$ cat src/rtl/seq_adder.sv
// Multi-cycle adder/subtractor: operands latched on start, summed CHUNK bits per
// clock LSB slice first through a registered carry; start/busy/done handshake.
module seq_adder #(
  parameter int unsigned WIDTH = 16,
  parameter int unsigned CHUNK = 4
) (
  input  logic             clk,
  input  logic             rst_n,
  input  logic             start,
  input  logic             sub,
  input  logic [WIDTH-1:0] a,
  input  logic [WIDTH-1:0] b,
  output logic             busy,
  output logic             done,
  output logic [WIDTH-1:0] out,
  output logic             cout,
  output logic             ovf,
  output logic             zr
);

  generate
    if (WIDTH < 2 || CHUNK < 1 || (WIDTH % CHUNK) != 0) begin : g_bad_params
      $fatal(1, "seq_adder: CHUNK must be >=1 and divide WIDTH (>=2)");
    end
  endgenerate

  localparam int unsigned N     = WIDTH / CHUNK;
  localparam int unsigned IDX_W = (N > 1) ? $clog2(N) : 1;

  typedef enum logic [1:0] {
    S_IDLE,
    S_RUN,
    S_DONE
  } state_e;

  state_e             state_q, state_d;
  logic [WIDTH-1:0]   a_q, a_d;
  logic [WIDTH-1:0]   b_q, b_d;
  logic [WIDTH-1:0]   res_q, res_d;
  logic               carry_q, carry_d;
  logic [IDX_W-1:0]   idx_q, idx_d;
  logic [WIDTH-1:0]   out_q, out_d;
  logic               cout_q, cout_d;
  logic               ovf_q, ovf_d;
  logic               zr_q, zr_d;

  int unsigned        base;
  logic [CHUNK:0]     slice_sum;
  logic               msb_cin;

  always_comb begin
    state_d = state_q;
    a_d     = a_q;
    b_d     = b_q;
    res_d   = res_q;
    carry_d = carry_q;
    idx_d   = idx_q;
    out_d   = out_q;
    cout_d  = cout_q;
    ovf_d   = ovf_q;
    zr_d    = zr_q;

    base      = CHUNK * 32'(idx_q);
    slice_sum = {1'b0, a_q[base +: CHUNK]} + {1'b0, b_q[base +: CHUNK]}
              + {{CHUNK{1'b0}}, carry_q};
    // Carry into the top bit of a slice recovered from its sum bit and operands.
    msb_cin   = slice_sum[CHUNK-1] ^ a_q[base + CHUNK - 1] ^ b_q[base + CHUNK - 1];

    unique case (state_q)
      S_IDLE, S_DONE: begin
        if (start) begin
          a_d     = a;
          b_d     = sub ? ~b : b;
          carry_d = sub;
          idx_d   = '0;
          state_d = S_RUN;
        end else begin
          state_d = S_IDLE;
        end
      end
      S_RUN: begin
        res_d[base +: CHUNK] = slice_sum[CHUNK-1:0];
        carry_d              = slice_sum[CHUNK];
        idx_d                = idx_q + 1'b1;
        if (idx_q == IDX_W'(N - 1)) begin
          idx_d   = '0;
          state_d = S_DONE;
          out_d   = res_d;
          cout_d  = slice_sum[CHUNK];
          ovf_d   = msb_cin ^ slice_sum[CHUNK];
          zr_d    = (res_d == '0);
        end
      end
      default: state_d = S_IDLE;
    endcase
  end

  always_ff @(posedge clk or negedge rst_n) begin
    if (!rst_n) begin
      state_q <= S_IDLE;
      a_q     <= '0;
      b_q     <= '0;
      res_q   <= '0;
      carry_q <= 1'b0;
      idx_q   <= '0;
      out_q   <= '0;
      cout_q  <= 1'b0;
      ovf_q   <= 1'b0;
      zr_q    <= 1'b0;
    end else begin
      state_q <= state_d;
      a_q     <= a_d;
      b_q     <= b_d;
      res_q   <= res_d;
      carry_q <= carry_d;
      idx_q   <= idx_d;
      out_q   <= out_d;
      cout_q  <= cout_d;
      ovf_q   <= ovf_d;
      zr_q    <= zr_d;
    end
  end

  assign busy = (state_q == S_RUN);
  assign done = (state_q == S_DONE);
  assign out  = out_q;
  assign cout = cout_q;
  assign ovf  = ovf_q;
  assign zr   = zr_q;

endmodule
$ cat config.mk
export PLATFORM = sky130hd
export DESIGN_NAME = seq_adder
export DESIGN_NICKNAME = d
export VERILOG_FILES = /design/src/rtl/seq_adder.sv
export SDC_FILE = /design/constraint.sdc
export NUM_CORES = 1
export LEC_CHECK = 0
export CAP_MARGIN = 20
export CORE_ASPECT_RATIO = 2
export CORE_MARGIN = 2
export CORE_UTILIZATION = 40
export DETAILED_ROUTE_END_ITERATION = 12
export HOLD_SLACK_MARGIN = 0.02
export PLACE_DENSITY = 0.74
export SKIP_LAST_GASP = 1
export SYNTH_ARGS = -nofsm -noshare
export SYNTH_HDL_FRONTEND = slang
export SYNTH_SLANG_ARGS = --single-unit
$ cat constraint.sdc
create_clock -name clk -period 3.4 [get_ports clk]
set_clock_uncertainty 0.15 [all_clocks]
set_input_delay 1.02 -clock clk [delete_from_list [all_inputs] [get_ports clk]]
set_output_delay 1.02 -clock clk [all_outputs]
set_load 0.05 [all_outputs]
==> results.json <==
{
  "p_per_area_nw_per_um2": 1140,
  "ant_nets": 0,
  "mostFrequentLayoutCell": "nand2_1",
  "synth_top_area_frac": 0.501,
  "stdcell_count": 521,
  "crit_fanout": 7,
  "cts_buffers": 9,
  "antenna_cells_inserted": 0,
  "die_w_um": 71.1,
  "cts-resized-gates": 0,
  "path_depth": 9,
  "dieHeight_um": 138,
  "worst_pin_slew_ps": 494,
  "nNetsFinal": 461,
  "rows": 49,
  "r2r-end": "zr",
  "fin_crit_ps": 3230,
  "slowest_delay_ps": 620,
  "synth_area_leaders": "dfrtp_1, nand2_1, o21ai_0",
  "via_per_inst": 5.44,
  "dp_cells": 505,
  "seqPwrFrac": 0.279,
  "synth_cell_types": 43,
  "syn2layout_area_growth_pct": 27.3,
  "run_status": "completed",
  "drv_slew": 0,
  "routed_wl_um": 8460,
  "intPower_mw": 2.87,
  "cts-htree-levels": 3,
  "start_kind": "register",
  "p_leak_nw": 2.04,
  "avgSynthCellArea_sq_um": 10.1,
  "gp_congestion": 0.984,
  "p_sw_mw": 2.37,
  "cp_num_buf_inv": 2,
  "cts_setup_buffers": 0,
  "cts-root-buf": "clkbuf_16",
  "setup_viol": 0,
  "crit_type": "register to register",
  "seq_area_frac_synth": 0.501,
  "max_clock_freq_mhz": 309,
  "clk_pin_slew_ps": 60,
  "cp-end-kind": "register",
  "ctsHoldBuffers": 0,
  "cp.required_ps": 3470,
  "io_pins": 57,
  "r2r-start": "idx_q[0]",
  "grt_pass1_wl_um": 14100,
  "hold_viol_final": 0,
  "drt_pre_antenna_iters": 4,
  "holdCritPathClass": "register to register",
  "async_reset_ff_frac": 1.00,
  "core_sq_um": 8890,
  "synth_nets": 405,
  "slew_headroom": 0.668,
  "hp-start": "a_q[13]",
  "die_area_sq_um": 9820,
  "critPathLaunch": "idx_q[0]",
  "clockBufferDepth": 2,
  "timing.final.ws_setup_ps": 169,
  "yosysTopAreaCell": "dfrtp_1",
  "cp_slowest_cell": "mux4_1",
  "syn_inst": 358,
  "antenna_found_initial": 0,
  "period_share": 0.950,
  "cap_violations": 0,
  "clk_latency_ps": 340,
  "ys_ff_latch": 72,
  "start_util": 0.405,
  "tns_ps": 0,
  "final_cell_mix": "nand2_1, dfrtp_1, clkdlybuf4s50_1, o21ai_0, xnor2_1",
  "drcViolationCount": 0,
  "power_mw": 5.24,
  "cp_cell_sequence": "mux4_1 -> fa_1 -> inv_1 -> fa_1 -> inv_1 -> nand4_1 -> a21oi_1 -> o22ai_1 -> a32o_1",
  "p_clk_frac": 0.182,
  "critPathArrivalTime_ps": 3300,
  "peakVddDrop_mv": 0.585,
  "grt_pass1_vias": 3016,
  "synth_flop_cell": "dfrtp_1",
  "cts_tree": "done",
  "combPwrFrac": 0.539,
  "drive_gt1_frac": 0.0955,
  "drt_iter0_markers": 231,
  "wire_per_inst_um": 16.2,
  "ys_warn_count": 0,
  "endpoint": "zr",
  "r2r_cells": 9,
  "grt-ovfl-total": 0,
  "pre_cts_slack_ps": 181,
  "synth-edff-count": 0,
  "rsz0062_at_grt": "no",
  "hpwl_um": 6490,
  "cpLargestDelayFamily": "adder cells",
  "vias": 2833,
  "io_buffers": 56,
  "netlist_area_sq_um": 3600,
  "grt_usage": 0.186,
  "numClockSinks": 72,
  "switching_share": 0.452,
  "rrSetupSlack_ps": 170,
  "grt_max_degree": 73
}
==> worst min path at each step <==
stage               endpoint  slack (ps)  cells after the start
finish               a_q[13]         320                      2
detailed placement   a_q[13]         310                      2
global placement      b_q[9]         310                      2
CTS                  a_q[13]         320                      2
global route         out[12]         350                      2
floorplan             a_q[4]         290                      2
==> cells in the mapped netlist, types with 5 or more instances <==
cell type	instances
buf_2	6
a21oi_1	7
clkbuf_1	12
nor4_1	5
a22oi_1	14
inv_1	12
a22o_1	14
nor2_1	9
xnor2_1	17
o21ai_0	37
dfrtp_1	72
nand2_1	89
mux4_2	5
ha_1	9
==> flip-flops by register name, summed over array words and instances (netlist names) <==
signal   flops
carry_q      1
b_q         16
res_q       16
state_q      2
cout         1
a_q         16
idx_q        2
zr           1
out         16
ovf          1
==> worst register-to-register path, cell delays in order, from the launching register on <==
cell	delay [ps]
dfrtp_1	500
mux4_1	630
fa_1	440
inv_1	90
fa_1	420
inv_1	230
nand4_1	140
a21oi_1	150
o22ai_1	90
a32o_1	270
==> layout make-up <==
type	instances	area, sq um
inverters	13	48.8
clock inverters	5	55.1
fillers	819	4310
multi-input cells	251	1640
well taps	102	128
clock buffers	11	253
flip-flops and latches	72	1800
repair buffers	67	651
==> through the flow <==
| step | instance area (sq um) | hold slack, ps | utilization |
|---|---|---|---|
| after floorplan | 3600 | 287 | - |
| after global placement | 4270 | 307 | 0.481 |
| after detailed placement | 4270 | 309 | 0.481 |
| after CTS | 4580 | 322 | 0.515 |
| after global routing | 4580 | 349 | 0.515 |
| final | 4580 | 319 | 0.515 |
==> power groups by stage <==
stage	Sequential (mW)	Combinational (mW)	Clock, mW
after floorplan	1.65	1.68	0
after global placement	1.47	2.72	0
after detailed placement	1.48	2.80	0
after CTS	1.47	2.81	0.967
after global routing	1.51	3.07	1.00
final	1.46	2.82	0.954
==> logic make-up after synthesis <==
group | count (synthesis) | share of synthesized area
muxes | 9 | 0.0563
AOI/OAI and AO/OA | 86 | 0.156
xor gates and xnor gates | 18 | 0.0438
DFF | 72 | 0.501
buffers and inverters | 35 | 0.0428
adders and majority gates | 11 | 0.0424
and+or+nand+nor | 127 | 0.158
==> per-layer routing <==
layer | vias to the layer above | track usage | part of all wire | routed length [um]
met5 | - | 0 | 0 | 0
met4 | 0 | 0.133 | 0.060 | 508
met3 | 33 | 0.0415 | 0.034 | 289
met2 | 85 | 0.341 | 0.56 | 4740
met1 | 1352 | 0.173 | 0.35 | 2920
li1 | 1363 | - | - | -
Power figures use the tool's default switching activity.
